File: config.mk
export PLATFORM = sky130hd
export DESIGN_NAME = mac_cfg_loader_flat
export DESIGN_NICKNAME = d
export VERILOG_FILES = /design/src/rtl/mac_cfg_loader_if.sv /design/src/rtl/mac_cfg_loader.sv /design/src/flat_wrapper.sv
export SDC_FILE = /design/constraint.sdc
export NUM_CORES = 1
export LEC_CHECK = 0
export ABC_AREA = 1
export CORE_ASPECT_RATIO = 1.75
export CORE_MARGIN = 5
export CORE_UTILIZATION = 55
export DETAILED_ROUTE_END_ITERATION = 8
export PLACE_DENSITY = 0.76
export SLEW_MARGIN = 20
export SYNTH_ARGS = -nofsm -noshare
export SYNTH_HDL_FRONTEND = slang
export SYNTH_SLANG_ARGS = --single-unit
File: constraint.sdc
create_clock -name clk -period 4.67 [get_ports clk]
set_clock_uncertainty 0.05 [all_clocks]
set_input_delay 0.934 -clock clk [delete_from_list [all_inputs] [get_ports clk]]
set_output_delay 0.934 -clock clk [all_outputs]
set_load 0.05 [all_outputs]
File: src/rtl/mac_cfg_loader_if.sv
// Word-stream handshake into mac_cfg_loader.
// The in_parity wire exists only when MAC_CFG_PARITY_EN is defined.
interface mac_cfg_loader_if #(
  parameter int CFG_IN_WIDTH = 8
);
  logic                    in_valid;
  logic                    in_ready;
  logic [CFG_IN_WIDTH-1:0] in_data;
`ifdef MAC_CFG_PARITY_EN
  logic                    in_parity;
`endif

`ifdef MAC_CFG_PARITY_EN
  modport master (output in_valid, output in_data, output in_parity, input in_ready);
  modport slave  (input in_valid, input in_data, input in_parity, output in_ready);
`else
  modport master (output in_valid, output in_data, input in_ready);
  modport slave  (input in_valid, input in_data, output in_ready);
`endif
endinterface

File: src/rtl/mac_cfg_loader.sv
// Serial configuration loader for the MAC cluster: assembles narrow words in a
// staging register and commits them atomically to cfg. Optional MAC_CFG_PARITY_EN.
module mac_cfg_loader #(
  parameter int  MAC_CONF_WIDTH = 4,
  parameter int  MAC_ACC_WIDTH  = 32,
  parameter int  CFG_IN_WIDTH   = 8,
  localparam int CFG_WIDTH      = 4*MAC_ACC_WIDTH + MAC_CONF_WIDTH,
  localparam int NUM_WORDS      = (CFG_WIDTH + CFG_IN_WIDTH - 1) / CFG_IN_WIDTH
) (
  input  logic                 clk,
  input  logic                 rst,
  input  logic                 start,
  mac_cfg_loader_if.slave      in_if,
  input  logic                 en_in,
  output logic                 en,
  output logic                 busy,
  output logic [CFG_WIDTH-1:0] cfg,
  output logic                 cset,
  output logic                 cfg_err
);

  // state    | meaning
  // S_IDLE   | no load in flight, in_ready low
  // S_LOAD   | accepting words into staging
  // S_COMMIT | cfg holds the new word, cset high for this one cycle
  typedef enum logic [1:0] {S_IDLE, S_LOAD, S_COMMIT} state_t;

  localparam int                CNT_W    = (NUM_WORDS > 1) ? $clog2(NUM_WORDS) : 1;
  localparam logic [CNT_W-1:0]  LAST_CNT = CNT_W'(NUM_WORDS - 1);

  state_t               state_q, state_d;
  logic [CNT_W-1:0]     cnt_q, cnt_d;
  logic [CFG_WIDTH-1:0] staging_q, staging_d, staging_wr;
  logic [CFG_WIDTH-1:0] cfg_q, cfg_d;
  logic                 hs;
  logic                 start_ok;
  logic                 abort;

  // A start in LOAD wins over a simultaneous handshake.
  assign hs       = (state_q == S_LOAD) & in_if.in_valid & ~start;
  assign start_ok = start & (state_q != S_COMMIT);

  // Bits of the last word beyond CFG_WIDTH have no staging bit and fall away.
  for (genvar i = 0; i < CFG_WIDTH; i++) begin : g_stage
    assign staging_wr[i] = (hs && cnt_q == CNT_W'(i / CFG_IN_WIDTH))
                           ? in_if.in_data[i % CFG_IN_WIDTH] : staging_q[i];
  end

`ifdef MAC_CFG_PARITY_EN
  logic err_q, err_d;
  logic word_bad;

  assign word_bad = hs & (^{in_if.in_data, in_if.in_parity});

  always_comb begin
    err_d = err_q;
    if (start_ok)      err_d = 1'b0;
    else if (word_bad) err_d = 1'b1;
  end

  always_ff @(posedge clk) begin
    if (rst) err_q <= 1'b0;
    else     err_q <= err_d;
  end

  // An error on the final word itself also suppresses the commit.
  assign abort   = err_q | word_bad;
  assign cfg_err = err_q;
`else
  assign abort   = 1'b0;
  assign cfg_err = 1'b0;
`endif

  always_comb begin
    state_d   = state_q;
    cnt_d     = cnt_q;
    cfg_d     = cfg_q;
    staging_d = staging_wr;
    case (state_q)
      S_IDLE: begin
        if (start) begin
          state_d = S_LOAD;
          cnt_d   = '0;
        end
      end
      S_LOAD: begin
        if (start) begin
          cnt_d = '0;
        end else if (hs) begin
          if (cnt_q == LAST_CNT) begin
            cnt_d = '0;
            if (abort) begin
              state_d = S_IDLE;
            end else begin
              // cfg must already hold the new value during the cset cycle.
              state_d = S_COMMIT;
              cfg_d   = staging_wr;
            end
          end else begin
            cnt_d = cnt_q + CNT_W'(1);
          end
        end
      end
      S_COMMIT: state_d = S_IDLE;
      default:  state_d = S_IDLE;
    endcase
  end

  always_ff @(posedge clk) begin
    if (rst) begin
      state_q   <= S_IDLE;
      cnt_q     <= '0;
      staging_q <= '0;
      cfg_q     <= '0;
    end else begin
      state_q   <= state_d;
      cnt_q     <= cnt_d;
      staging_q <= staging_d;
      cfg_q     <= cfg_d;
    end
  end

  assign in_if.in_ready = (state_q == S_LOAD);
  assign busy           = (state_q != S_IDLE);
  assign cset           = (state_q == S_COMMIT);
  assign en             = en_in & ~busy;
  assign cfg            = cfg_q;

endmodule
File: src/flat_wrapper.sv
// flat-port wrapper written by rule: the top's interface ports become plain ports
module mac_cfg_loader_flat 
#(
  parameter int  MAC_CONF_WIDTH = 4,
  parameter int  MAC_ACC_WIDTH  = 32,
  parameter int  CFG_IN_WIDTH   = 8,
  localparam int CFG_WIDTH      = 4*MAC_ACC_WIDTH + MAC_CONF_WIDTH,
  localparam int NUM_WORDS      = (CFG_WIDTH + CFG_IN_WIDTH - 1) / CFG_IN_WIDTH
)
  (clk, rst, start, en_in, en, busy, cfg, cset, cfg_err, in_if_in_valid, in_if_in_data, in_if_in_ready);
  mac_cfg_loader_if #(.CFG_IN_WIDTH(CFG_IN_WIDTH)) in_if_i ();
  input  logic clk;
  input  logic rst;
  input  logic start;
  input  logic en_in;
  output logic en;
  output logic busy;
  output logic [CFG_WIDTH-1:0] cfg;
  output logic cset;
  output logic cfg_err;
  input wire logic [$bits(in_if_i.in_valid)-1:0] in_if_in_valid;
  input wire logic [$bits(in_if_i.in_data)-1:0] in_if_in_data;
  output wire logic [$bits(in_if_i.in_ready)-1:0] in_if_in_ready;
  assign in_if_i.in_valid = in_if_in_valid;
  assign in_if_i.in_data = in_if_in_data;
  assign in_if_in_ready = in_if_i.in_ready;
  mac_cfg_loader #(.MAC_CONF_WIDTH(MAC_CONF_WIDTH), .MAC_ACC_WIDTH(MAC_ACC_WIDTH), .CFG_IN_WIDTH(CFG_IN_WIDTH)) u_core (.clk(clk), .rst(rst), .start(start), .in_if(in_if_i), .en_in(en_in), .en(en), .busy(busy), .cfg(cfg), .cset(cset), .cfg_err(cfg_err));
endmodule
==> impl_results.md, run 1 <==
* Share of layout cells above drive strength 1 at 4.23%
* Pin count of the biggest net entering global routing at 145
* Status: finished clean
* Slew headroom at 23.2%
* Port bufs at roughly 150
* IO Count at 150
* Synth Area in XOR/XNOR at 0%
* Leak pwr at 5.17 nW
* Dpl hpwl at 16600 um
* PwrDens at 328 nW/um^2
* Seq pwr share at 53.3%
* Net Switching at 0.936 mW
* GR Util met1 at 30.3%
* CP required at 3690 ps
* H-tree levels at 1
* Tmin final at 3300 ps
* Hold path start: u_core.cfg[128]
* Drc violations at 0
* Reg area at around 5300 sq um
* FFs w/ async S/R, synth at 0%
* Combinational Power Share at 3.2%
* CORE AREA at around 20000 sq um
* Die X at about 120 um
* R2R cell count at 8
* Synth Cell Area at 10900 sq um
* Synth top cells by count: nand2_1, nand3_1, dfxtp_1, inv_1, a21oi_1
* Worst vdd ir at 0.339 mV
* Most common cell in the netlist: nand2_1
* RSZ-0062 raised after global routing: no
* Crit Path Category: in2out
* WL/cell at 14.7 um
* Setup Viol. Count Final at 0
* Final instance area at ~13000 sq um
* Hold crit path type: reg2reg
* Root Buffer Master: clkbuf_16
* Reg2reg end: u_core.cfg[117]
* Top-area cell type share of the netlist area at 49.2%
* Sw frac at 21.8%
* Detailed Routing Iterations Pass 1 at 5
* # clock sinks at 267
* Adder-Cell Fraction of Synth Area at 0.576%
* Multi-input gate area at roughly 4100 sq um
* Max Slew Vio Count at 0
* Yosys warns at 0
* Total Routing Usage GR at 23.7%
* FILL cells at approximately 1700
* Crit Reg-Reg Startpoint: u_core.cnt_q[4]
* Worst-path clk slew at 70 ps
* Number of global-route vias before repair at 8990
* Vias at 9710
* Setup_tns at 0 ps
* Met2 GRT Util at between 40% and 50%
* Number of antenna diodes at 0
* Final ANT Viol Nets at 0
* Post-synth top area cell: dfxtp_1
* Final #Nets at 1609
* Post-Route WL at 27200 um
* Initial DRC count at 704
* Post-synthesis sequential area ratio at roughly half
* Power, Total at 4.28 mW
* Proportion of synthesized area in mux cells at 0%
* Starting density of the core at 55.5%
* Arrival time at the worst endpoint at 2320 ps
* Post-synth EDFFs at 0
* CP Max Fanout at 1
* Clk_lat worst skew at 510 ps
* GRT Max-Usage Layer: met2
* Gr ovfl total at 0
* Synth area leaders: dfxtp_1, nand3_1, a21oi_1
* Num CTS Buffers at 24
* Hold-fix buffers, CTS at 0
* Placed cell area at 12300 sq um
* Largest family of logic cells by synthesized area: simple AND/OR/NAND/NOR gates
* Synth Instances at 1506
* Initial antenna violation count at 0
* Clk buf depth at 3
* Synth-to-Final Area Change at 20.2%
* Setup repair bufs after CTS at 0
* Flops & latches, synth at 267
* Max cap viols at 0
* DR vias/cell at 5.24
* Post-synthesis cell type count at 20
* Row count at 68
* Hold slack final at 420 ps
* Met3 usage at 2.72%
* Hold EP: u_core.cfg[128]
* Complex-gate fraction of the synthesized area at 12.3%
* CTS tree: built
* Slew @ Worst Pin at 1150 ps
* First-pass GRT wire length at 44700 um
* Fin crit share at a little over two thirds
* Syn Nets at between 1500 and 2000
* Die area at 22800 sq um
* Die Y at 196 um
* Critical path startpoint category: primary input
* Maximum clock rate at 303 MHz
* Int Power at around 3.3 mW
* Setup crit end kind: primary output
* Cells on Worst Hold Path at 2
* Fin. Hold Viols at 0
* Routability cong. at 0.862
* Crit. Startpoint: en_in
* Top FF cell, synth: dfxtp_1
* Clock power share at between 40% and 50%
* Post-synthesis simple-gate area fraction at about a quarter
* CTS resizes at 0
* Syn Area/Cell at approximately 7 sq um
* Setup slack, reg-to-reg at 1570 ps
## worst max-delay path, stage by stage
cell	delay, ps
clkdlybuf4s50_1	460
inv_1	40
nor2_1	90
clkdlybuf4s50_1	800
## through the flow
step	setup slack, ps	util, %	std cells
after global placement	1320	62.9	1810
after floorplan	2070	-	1506
final	1370	66.7	1852
after global routing	1320	66.7	1852
after detailed placement	1300	62.9	1810
after CTS	1360	66.7	1852
## registers in the layout, indices dropped and copies added, names as in the netlist
signal,cells
u_core.cfg,132
u_core.staging_q,128
u_core.cnt_q,5
u_core.state_q,2
## cell usage in the layout (no fill, tap or decap)
cell,n
conb_1,1
o21ai_0,3
clkinv_2,6
dfxtp_1,267
a21oi_1,262
ha_1,5
or2_2,1
nor2_2,16
nand3_1,271
nor2_4,1
nand2_4,1
clkbuf_16,25
nor3_1,2
o31ai_1,1
nand2_2,4
clkinvlp_4,1
clkbuf_1,6
inv_4,1
buf_4,4
nand2_1,297
clkdlybuf4s50_1,147
clkbuf_8,5
inv_1,267
nor2_1,10
buf_12,3
## layout make-up
type                       count  share of cell area [%]
timing repair buffer         155                    12.1
multi-input combinational    875                    31.2
clock inverter                 7                   0.288
tap                          245                    2.35
inverter                     268                    7.73
clock buffer                  35                    5.39
sequential                   267                    41.0
## metal layers
metal  wire length, um  vias up
met5                 0        -
met4               752        0
met3              1270       50
met2             13800      245
met1             11400     4478
li1                  -     4937
## worst max-delay path by stage
| stage | slack (ps) | to |
|---|---|---|
| finish | 1370 | en |
| global route | 1320 | en |
| CTS | 1360 | en |
| detailed placement | 1300 | u_core.cfg[117] |
| global placement | 1320 | u_core.cfg[25] |
| floorplan | 2070 | en |
## power by group through the flow
| stage | sequential [mW] | combinational (mW) | clock (mW) |
|---|---|---|---|
| after floorplan | 2.33 | 0.0908 | 0 |
| after detailed placement | 2.33 | 0.137 | 0 |
| final | 2.28 | 0.138 | 1.86 |
| after CTS | 2.28 | 0.138 | 1.90 |
| after global routing | 2.28 | 0.146 | 1.99 |
| after global placement | 2.33 | 0.137 | 0 |
## cell families (layout without fill, tap and decap cells)
kind of cell / after synthesis / in the layout
AOI/OAI and AO/OA: 266 / 266
adders and majority gates: 5 / 5
buffers and inverters: 364 / 465
DFF: 267 / 267
other: 1 / 1
and+or+nand+nor: 603 / 603
Note: power is estimated with default switching activity, not from simulation.
==> inputs of run 2 (changes only) <==
--- a/config.mk
+++ b/config.mk
@@ -8,9 +8,9 @@
 export ABC_AREA = 1
 export CORE_ASPECT_RATIO = 1.75
 export CORE_MARGIN = 5
-export CORE_UTILIZATION = 55
+export CORE_UTILIZATION = 49
 export DETAILED_ROUTE_END_ITERATION = 8
-export PLACE_DENSITY = 0.76
+export PLACE_DENSITY = 0.71
 export SLEW_MARGIN = 20
 export SYNTH_ARGS = -nofsm -noshare
 export SYNTH_HDL_FRONTEND = slang
==> constraint.sdc (replaced) <==
create_clock -name clk -period 2.8 [get_ports clk]
set_clock_uncertainty 0.05 [all_clocks]
set_input_delay 0.56 -clock clk [delete_from_list [all_inputs] [get_ports clk]]
set_output_delay 0.56 -clock clk [all_outputs]
set_load 0.05 [all_outputs]
==> run 2 against run 1 <==
Compared with the run above:
- non-clock buffer count is 19 higher
- global-route usage is 2.2 points lower
- combinational power is 82% higher
- total power is 72% higher
- design area is 2.6% higher
- sequential power is 67% higher
- register-to-register slack worse by 1100 ps
- worst setup slack worse by 1100 ps
- sequential share of layout area is 1.0 points lower
- clock-buffer cell count is 2 higher
- critical path type is now reg2out
- critical endpoint is now in_if_in_ready
- highest routed layer unchanged
==> impl_results.md, run 2 (synthesized netlist as in run 1, its figures left out) <==
* Cells on Worst Hold Path at 2
* Initial DRC count at 719
* Combinational Power Share at 3.4%
* Most frequent cells in the layout: nand2_1, nand3_1, inv_1, dfxtp_1, a21oi_1
* Arrival time at the worst endpoint at 1940 ps
* IO Count at 150
* Number of antenna diodes at 0
* Starting density of the core at 49.4%
* CTS resizes at 0
* Post-Route WL at 27400 um
* CTS tree: built
* Row count at 72
* Int Power at 5.75 mW
* WL/cell at 14.3 um
* Pin count of the biggest net entering global routing at 85
* Port bufs at roughly 150
* Final #Nets at 1629
* Slew headroom at 38.0%
* Clock power share at 44.8%
* Tmin final at 2550 ps
* Setup_tns at 0 ps
* Die Y at 207 um
* Setup Viol. Count Final at 0
* Hold crit path type: reg2reg
* Crit Reg-Reg Startpoint: u_core.cnt_q[0]
* Drc violations at 0
* Vias at 9655
* Slew @ Worst Pin at a little over 900 ps
* Final ANT Viol Nets at 0
* Num CTS Buffers at 25
* # clock sinks at roughly 270
* Crit Path Category: reg2out
* PwrDens at 549 nW/um^2
* Clk_lat worst skew at 520 ps
* Fin crit share at between 90% and 100%
* Maximum clock rate at 393 MHz
* Hold-fix buffers, CTS at 0
* Initial antenna violation count at 0
* Setup slack, reg-to-reg at 490 ps
* Power, Total at 7.35 mW
* CORE AREA at 22000 sq um
* Worst-path clk slew at 60 ps
* Most common cell after layout, fill and taps aside: nand2_1
* Dpl hpwl at 17300 um
* DR vias/cell at 5.02
* Max Slew Vio Count at 0
* Max cap viols at 0
* Fin. Hold Viols at 0
* Detailed Routing Iterations Pass 1 at 6
* Gr ovfl total at 0
* Worst vdd ir at 0.517 mV
* First-pass GRT wire length at 44500 um
* Placed cell area at approximately 13000 sq um
* Synth-to-Final Area Change at 23.4%
* Reg2reg end: u_core.cfg[71]
* Die X at roughly 120 um
* Seq pwr share at 51.8%
* Max FFs per register at 132
* Total Routing Usage GR at 21.5%
* Root Buffer Master: clkbuf_16
* H-tree levels at 1
* R2R cell count at 9
* Status: finished clean
* Sw frac at 21.7%
* Number of global-route vias before repair at 8919
* RSZ-0062 raised after global routing: no
* CP required at 2190 ps
* Routability cong. at 0.906
* Die area at 25300 sq um
* CP Max Fanout at 5
* Hold EP: u_core.staging_q[37]
* Setup crit end kind: primary output
* Share of layout cells above drive strength 1 at around 5.5%
* Hold path start: u_core.staging_q[37]
* Final instance area at 13400 sq um
* Setup repair bufs after CTS at 0
* Leak pwr at 5.31 nW
* Clk buf depth at 3
* Net Switching at around 1.6 mW
* Critical path startpoint category: flip-flop
==> run 2: cell types whose count changed in the layout (fill, tap and decap cells not counted), sizes merged <==
cell           before  now
buf                 7   27
bufinv              0    1
clkbuf             36   38
clkdlybuf4s50     147  146
clkinv              6    4
clkinvlp            1    0
inv               268  269
==> run 2: cell type report <==
type | count | area [sq um]
inverter | 268 | 1010
sequential | 267 | 5350
fill | 2069 | 8590
clock inverter | 6 | 58.8
clock buffer | 37 | 731
timing repair buffer | 174 | 1800
multi-input combinational | 875 | 4070
tap | 296 | 370
==> run 2: worst max path at each step <==
stage | start | end | slack, ps | depth (start not counted)
final | u_core.state_q[0] | in_if_in_ready | 250 | 3
after global routing | u_core.state_q[1] | in_if_in_ready | 180 | 4
after CTS | u_core.state_q[1] | in_if_in_ready | 210 | 4
after detailed placement | start | u_core.cfg[71] | 280 | 7
after global placement | start | u_core.cfg[84] | 250 | 7
after floorplan | u_core.state_q[0] | en | 770 | 2
==> run 2: critical path, cell delays in order, from the launching register on <==
cell	delay [ps]
dfxtp_1	390
nand2_1	90
inv_1	120
clkdlybuf4s50_1	820
==> run 2: metrics by stage <==
stage               setup WS, ps  hold WS [ps]  util (%)  instances
floorplan                    767           398         -       1506
global placement             253           404      57.3       1880
detailed placement           275           411      57.3       1880
CTS                          214           421      60.9       1923
global route                 182           434      60.9       1923
finish                       253           418      60.9       1923
==> run 2: power by group through the flow <==
stage | sequential, mW | clock, mW | combinational [mW]
CTS | 3.81 | 3.37 | 0.250
finish | 3.81 | 3.29 | 0.251
detailed placement | 3.89 | 0 | 0.249
floorplan | 3.89 | 0 | 0.152
global placement | 3.89 | 0 | 0.248
global route | 3.80 | 3.52 | 0.264
==> run 2: metal layers <==
layer / up-vias / track usage (%) / wire length [um] / share of wire [%]
met2: 257 / 38.4 / 13900 / 51
met4: 0 / 5.09 / 505 / 1.8
met1: 4393 / 27.7 / 11500 / 42
met5: - / 0 / 0 / 0
met3: 36 / 2.51 / 1470 / 5.4
li1: 4969 / - / - / -
